File: src/rtl/gin_pkg.sv
// Shared types and constants for the buffered global input network.
// The entry type is sized at the network's default widths.
package gin_pkg;

  localparam int GIN_DATA_W = 32;
  localparam int GIN_XID_W  = 5;
  localparam int CNT_W      = 16;

  typedef struct packed {
    logic [GIN_DATA_W-1:0] data;
    logic [GIN_XID_W-1:0]  tag_x;
  } gin_entry_t;

  // Increment that holds at all-ones instead of wrapping.
  function automatic logic [CNT_W-1:0] sat_inc(input logic [CNT_W-1:0] v);
    logic [CNT_W-1:0] r;
    if (&v) begin
      r = v;
    end else begin
      r = v + {{(CNT_W-1){1'b0}}, 1'b1};
    end
    return r;
  endfunction

endpackage

File: src/rtl/gin_row_stage.sv
// One PE row: entry FIFO, per-column completion mask, X-tag match and head pop.
// Columns that already handshook are masked so partial acceptance never repeats a word.
module gin_row_stage #(
  parameter int COLS       = 8,
  parameter int DATA_W     = 32,
  parameter int XID_W      = 5,
  parameter int FIFO_DEPTH = 4
) (
  input  logic                   clk,
  input  logic                   rst_n,
  input  logic                   push,
  input  logic [DATA_W-1:0]      push_data,
  input  logic [XID_W-1:0]       push_tag,
  input  logic [COLS*XID_W-1:0]  xid,
  input  logic [COLS-1:0]        pe_ready,
  output logic [COLS-1:0]        pe_valid,
  output logic [DATA_W-1:0]      pe_data,
  output logic                   full,
  output logic                   nonempty
);

  localparam int PTR_W = $clog2(FIFO_DEPTH);
  localparam int E_W   = DATA_W + XID_W;
  localparam logic [PTR_W:0] FULL_CNT = (PTR_W+1)'(FIFO_DEPTH);

  logic [E_W-1:0]   mem_r [FIFO_DEPTH];
  logic [PTR_W-1:0] wr_ptr_r;
  logic [PTR_W-1:0] rd_ptr_r;
  logic [PTR_W:0]   count_r;
  logic [COLS-1:0]  done_r;

  logic [E_W-1:0]   head_s;
  logic [COLS-1:0]  match_s;
  logic [COLS-1:0]  hs_s;
  logic             empty_s;
  logic             pop_s;

  // Head decode: which columns want the head word and whether it can retire.
  always_comb begin
    head_s  = mem_r[rd_ptr_r];
    empty_s = (count_r == {(PTR_W+1){1'b0}});
    match_s = {COLS{1'b0}};
    for (int c = 0; c < COLS; c++) begin
      match_s[c] = (xid[c*XID_W +: XID_W] == head_s[XID_W-1:0]);
    end
    pe_valid = ~{COLS{empty_s}} & match_s & ~done_r;
    hs_s     = pe_valid & pe_ready;
    // A head matching no column satisfies this immediately and retires silently.
    pop_s    = ~empty_s & (&(~match_s | done_r | hs_s));
    pe_data  = head_s[E_W-1:XID_W];
    full     = (count_r == FULL_CNT);
    nonempty = ~empty_s;
  end

  // Entry storage.
  always_ff @(posedge clk or negedge rst_n) begin
    if (!rst_n) begin
      for (int i = 0; i < FIFO_DEPTH; i++) begin
        mem_r[i] <= {E_W{1'b0}};
      end
    end else if (push) begin
      mem_r[wr_ptr_r] <= {push_data, push_tag};
    end
  end

  // Pointers, occupancy and completion mask.
  always_ff @(posedge clk or negedge rst_n) begin
    if (!rst_n) begin
      wr_ptr_r <= {PTR_W{1'b0}};
      rd_ptr_r <= {PTR_W{1'b0}};
      count_r  <= {(PTR_W+1){1'b0}};
      done_r   <= {COLS{1'b0}};
    end else begin
      if (push) begin
        wr_ptr_r <= wr_ptr_r + PTR_W'(1);
      end
      if (pop_s) begin
        rd_ptr_r <= rd_ptr_r + PTR_W'(1);
        done_r   <= {COLS{1'b0}};
      end else begin
        done_r   <= done_r | hs_s;
      end
      case ({push, pop_s})
        2'b10:   count_r <= count_r + (PTR_W+1)'(1);
        2'b01:   count_r <= count_r - (PTR_W+1)'(1);
        default: count_r <= count_r;
      endcase
    end
  end

endmodule

File: src/rtl/gin_buffered.sv
// Buffered GIN top: Y-tag multicast into per-row FIFOs, ID scan chains, drop counter.
// Y acceptance is all-or-nothing, gated only by registered row-full flags.
module gin_buffered
  import gin_pkg::*;
#(
  parameter int ROWS       = 6,
  parameter int COLS       = 8,
  parameter int DATA_W     = 32,
  parameter int XID_W      = 5,
  parameter int YID_W      = 5,
  parameter int FIFO_DEPTH = 4
) (
  input  logic                   clk,
  input  logic                   rst,
  input  logic                   GIN_valid,
  output logic                   GIN_ready,
  input  logic [DATA_W-1:0]      GIN_data,
  input  logic [XID_W-1:0]       tag_X,
  input  logic [YID_W-1:0]       tag_Y,
  input  logic                   set_XID,
  input  logic [XID_W-1:0]       XID_scan_in,
  input  logic                   set_YID,
  input  logic [YID_W-1:0]       YID_scan_in,
  input  logic [ROWS*COLS-1:0]   PE_ready,
  output logic [ROWS*COLS-1:0]   PE_valid,
  output logic [ROWS*DATA_W-1:0] PE_data,
  output logic                   busy,
  output logic                   cfg_err,
  output logic [CNT_W-1:0]       drop_cnt
);

  logic [YID_W-1:0] yid_r [ROWS];
  logic [XID_W-1:0] xid_r [ROWS*COLS];
  logic             cfg_err_r;
  logic [CNT_W-1:0] drop_cnt_r;

  logic [ROWS-1:0]  hit_s;
  logic [ROWS-1:0]  full_s;
  logic [ROWS-1:0]  nonempty_s;
  logic             fire_s;

  // Y-stage hit vector and acceptance.
  always_comb begin
    hit_s = {ROWS{1'b0}};
    for (int r = 0; r < ROWS; r++) begin
      hit_s[r] = (yid_r[r] == tag_Y);
    end
    GIN_ready = &(~hit_s | ~full_s);
    fire_s    = GIN_valid & GIN_ready;
    busy      = |nonempty_s;
    cfg_err   = cfg_err_r;
    drop_cnt  = drop_cnt_r;
  end

  // ID scan chains; a shift is refused while any row still holds words.
  always_ff @(posedge clk or negedge rst) begin
    if (!rst) begin
      for (int i = 0; i < ROWS; i++) begin
        yid_r[i] <= {YID_W{1'b0}};
      end
      for (int i = 0; i < ROWS*COLS; i++) begin
        xid_r[i] <= {XID_W{1'b0}};
      end
    end else begin
      if (set_YID && !busy) begin
        yid_r[0] <= YID_scan_in;
        for (int i = 1; i < ROWS; i++) begin
          yid_r[i] <= yid_r[i-1];
        end
      end
      if (set_XID && !busy) begin
        xid_r[0] <= XID_scan_in;
        for (int i = 1; i < ROWS*COLS; i++) begin
          xid_r[i] <= xid_r[i-1];
        end
      end
    end
  end

  // Sticky config error and saturating drop counter.
  always_ff @(posedge clk or negedge rst) begin
    if (!rst) begin
      cfg_err_r  <= 1'b0;
      drop_cnt_r <= {CNT_W{1'b0}};
    end else begin
      if ((set_XID || set_YID) && busy) begin
        cfg_err_r <= 1'b1;
      end
      if (fire_s && !(|hit_s)) begin
        drop_cnt_r <= sat_inc(drop_cnt_r);
      end
    end
  end

  for (genvar r = 0; r < ROWS; r++) begin : g_row
    logic [COLS*XID_W-1:0] xid_slice_s;

    // Flatten this row's XIDs for the row stage.
    always_comb begin
      xid_slice_s = {(COLS*XID_W){1'b0}};
      for (int c = 0; c < COLS; c++) begin
        xid_slice_s[c*XID_W +: XID_W] = xid_r[r*COLS+c];
      end
    end

    gin_row_stage #(
      .COLS       (COLS),
      .DATA_W     (DATA_W),
      .XID_W      (XID_W),
      .FIFO_DEPTH (FIFO_DEPTH)
    ) u_row (
      .clk       (clk),
      .rst_n     (rst),
      .push      (fire_s & hit_s[r]),
      .push_data (GIN_data),
      .push_tag  (tag_X),
      .xid       (xid_slice_s),
      .pe_ready  (PE_ready[r*COLS +: COLS]),
      .pe_valid  (PE_valid[r*COLS +: COLS]),
      .pe_data   (PE_data[r*DATA_W +: DATA_W]),
      .full      (full_s[r]),
      .nonempty  (nonempty_s[r])
    );
  end

endmodule
File: config.mk
export PLATFORM = sky130hd
export DESIGN_NAME = gin_buffered
export DESIGN_NICKNAME = d
export VERILOG_FILES = /design/src/rtl/gin_pkg.sv /design/src/rtl/gin_row_stage.sv /design/src/rtl/gin_buffered.sv
export SDC_FILE = /design/constraint.sdc
export NUM_CORES = 2
export LEC_CHECK = 0
export BUFFER_PORTS_ARGS = -buffer_cell sky130_fd_sc_hd__buf_2
export CAP_MARGIN = 20
export CORE_ASPECT_RATIO = 1.2
export CORE_MARGIN = 2
export CORE_UTILIZATION = 55
export CTS_BUF_LIST = sky130_fd_sc_hd__clkbuf_8
export CTS_CLUSTER_DIAMETER = 60
export DETAILED_ROUTE_END_ITERATION = 7
export PLACE_DENSITY = 0.71
export SYNTH_ARGS = -nofsm -noshare
export SYNTH_HDL_FRONTEND = slang
export SYNTH_HIERARCHICAL = 1
export SYNTH_SLANG_ARGS = --single-unit
File: constraint.sdc
create_clock -name clk -period 3.5 [get_ports clk]
set_input_delay 0.175 -clock clk [delete_from_list [all_inputs] [get_ports clk]]
set_output_delay 0.175 -clock clk [all_outputs]
set_load 0.05 [all_outputs]
==> impl_results.md <==
* Critical path data required time at 4.32 ns
* Leakage power at 0.0343 uW
* Mux cell area share after synthesis at 0.318
* Core box area at 105000 sq um
* Die Wd at 301 microns
* Crit path capture type: register
* First-pass GRT wire length at 224000 microns
* Hold Violations, Final at 0
* Unrepaired setup endpoints after global routing: true
* Die Span Y at 360 microns
* Ys Warns at 6
* Root Buffer: clkbuf_8
* Mapped Area at 58200 sq um
* Fin area at 68400 sq um
* Global route overflow at 0
* Multi-input gate area at 25400 sq um
* Crit-path max cell delay at 0.62 ns
* Clock Sinks at 1265
* Period utilisation layout at 0.968
* Synth Area in Compound Gates at 0.0198
* Largest net degree at the start of global routing at 104
* DR WL/cell at between 20 and 25 microns
* Via count at 34878
* Share of layout cells above drive strength 1 at 0.480
* Critical Path Fanout Max at 8
* Adder-Cell Fraction of Synth Area at 0.00873
* Synth Instances at 3824
* Distinct cell type count after synthesis at between 60 and 70
* WL final at 143000 microns
* Clock-pin slew on the worst setup and hold paths at about 0.07 ns
* Max clock buf depth at 3
* Worst hold path depth at 4
* Data arrival, critical path at 4.21 ns
* Drt drc at 0
* Port Buffers at 363
* Worst VDD drop at 0.673 mV
* Max Cap Viol at 0
* EDFF count, synth at 0
* Final setup viols at 0
* Clock latency on the worst-skew pair at 0.91 ns
* ANT nets after route at 0
* I/O pin count at 364
* Ys async rst share at 1.00
* Via/cell ratio at 5.77
* CP dominant cell by count: buf_4
* Initial Util at 0.556
* Top FF cell, synth: dfrtp_1
* CTS tree: done
* DP Area at 61900 sq um
* NumNets Final at 4634
* Outcome: completed
* RD Place Congestion at between 0.8 and 0.9
* Critical setup path kind: reg2reg
* Slew Limit Headroom at 0.367
* Initial antenna violation count at 4
* Crit path time final at 3.39 ns
* HP Class: in2reg
* Worst path bufs/invs at 5
* Die area at approximately 110000 sq um
* Top cell family by delay on the critical path: buffers and inverters
* Crit start category: register
* CP max stage cell: mux4_2
* F_max at 0.295 GHz
* Storage cell area at 31700 sq um
* Row cnt at 130
* Clock Skew at between 0.03 and 0.04 ns
* Largest family of logic cells by synthesized area: multiplexers
* CTS HTree Levels at 4
* Number of global-route vias before repair at 37294
* CTS Buf Count at 201
* Synth Area in Simple Gates at 0.0370
* Synth-to-layout area growth at 17.4%
* Least-Margin Pin Slew at roughly 0.95 ns
* Setup slack after layout at around 0.11 ns
* R2R depth at 12
* Dpl hpwl at 92600 microns
* Total track usage at 0.270
* Dpl ws at 0.0793 ns
* First-pass detailed-route iteration total at 5
* Fillers at about 7800
* Register area share after synthesis at 0.544
* Mean post-synth cell area at about 15 sq um
* Synth Register Bits at approximately 1300
* Final Max Slew Viols at 0
* Synthesized net count at 3966
* PwrDens at 719 nW/um^2
* Levels on crit path at 12
* Synth Area in XOR/XNOR at 0.0484
* DR iter-0 viols at 1791
* Crit-path cells: mux4_2, buf_4, xor2_1, a2111oi_2, nand3_1, buf_4, o22a_2, nand4b_4, buf_4, buf_4, and2_1, dlygate4sd3_1
synthesized netlist by cell type (25+ instances only):
library cell,count,area [sq um]
nand2_1,59,221
and2_1,28,175
mux2i_1,42,420
inv_1,55,206
nor4_1,34,213
clkbuf_1,99,372
buf_2,38,190
mux2_2,1054,11900
nand4_1,42,263
nand3_1,35,175
xnor2_1,176,1540
mux4_2,222,5000
o21a_1,25,188
mux2_1,106,1190
ha_1,31,388
nor3_1,28,140
buf_6,47,529
nor2_1,71,267
xor2_1,133,1160
dfrtp_1,1265,31700
final cells by class:
cell class	instances	area share
sequential	1265	0.463
clock inverter	104	0.00824
tap	1386	0.0254
timing repair buffer	672	0.0750
clock buffer	265	0.0534
multi-input combinational	2293	0.371
inverter	59	0.00324
antenna	2	0.0000732
cell usage in the layout (no fill, tap or decap), drive strengths merged, types with 12 or more instances in the layout:
master	Yosys	final
clkbuf	99	274
o21a	25	25
nand2	60	60
o21ai	14	14
clkinv	0	26
and3	13	13
mux2i	42	42
xnor2	183	183
nor3	40	40
nor2	71	71
a21oi	27	27
nand3	36	36
mux4	222	222
dfrtp	1265	1265
nand4	43	43
xor2	133	133
ha	31	31
nor4	42	42
buf	108	517
mux2	1160	1160
dlygate4sd3	0	145
a2bb2oi	12	12
or4	14	14
and2	28	28
inv	59	127
logic make-up (layout without fill, tap and decap cells):
group,Yosys count,after routing
AO/OA/AOI/OAI,148,148
buffers and inverters,266,1100
adder cells (fa/ha/maj),37,37
XOR/XNOR,316,316
multiplexers,1424,1424
other,0,2
flip-flops,1265,1265
AND/OR/NAND/NOR,368,368
state kept, by name, indices dropped and copies added (netlist names):
register / flops
g_row.u_row/done_r: 48
cfg_err: 1
g_row.xid_slice_s: 240
yid_r: 30
g_row.u_row/mem_r: 888
g_row.u_row/rd_ptr_r: 12
g_row.u_row/wr_ptr_r: 12
drop_cnt: 16
g_row.u_row/count_r: 18
metrics by stage:
stage	utilization	hold WS, ns	total power [uW]	cells	TNS [ns]
after floorplan	-	-0.121	30700	3824	0
after global placement	0.591	0.279	34800	5468	0
after detailed placement	0.591	0.276	35100	5468	0
after CTS	0.648	0.00598	48900	6015	0
after global routing	0.652	0.0624	51500	6045	-0.172
final	0.653	0.0946	49100	6046	0
worst paths after layout:
path                       slack (ns)                                   start                                    to
max                              0.11  g_row[2].u_row/rd_ptr_r[0]$_DFFE_PN0N_    g_row[2].u_row/done_r[0]$_DFF_PN0_
max reg2reg                      0.11  g_row[2].u_row/rd_ptr_r[0]$_DFFE_PN0N_    g_row[2].u_row/done_r[0]$_DFF_PN0_
min in group asynchronous        0.51                                     rst  g_row[1].xid_slice_s[37]$_DFFE_PN0P_
min reg2reg                      0.48                     cfg_err$_DFFE_PN0P_                   cfg_err$_DFFE_PN0P_
min                              0.09                            PE_ready[12]    g_row[1].u_row/done_r[4]$_DFF_PN0_
max in group asynchronous        1.98                                     rst  g_row[1].u_row/mem_r[17]$_DFFE_PN0P_
where the power goes:
group	switching, uW	internal (uW)
Combinational	11000	7240
Clock	5880	7040
Sequential	1400	16600
layer usage:
| layer | up-vias | routed length (microns) | GRT usage |
|---|---|---|---|
| li1 | 15360 | - | - |
| met5 | - | 13 | 0 |
| met2 | 752 | 71600 | 0.454 |
| met1 | 18541 | 61200 | 0.357 |
| met4 | 2 | 3520 | 0.0835 |
| met3 | 223 | 6490 | 0.0501 |
what timing repair did:
action | CTS | global route
endpoints found under the setup margin | 25 | 53
pin swaps | 0 | 15
hold buffers | 146 | 0
buffers inserted | 32 | 29
gates resized for setup | 21 | 58
hold endpoints to repair | 1854 | 0
tightest hold or removal path, delay by kind of cell:
family          cells  cell delay, ns
compound gates      1            0.05
buf+inv             2            0.65
simple gates        1            0.08
No activity file was read; power rests on OpenSTA's default activity.
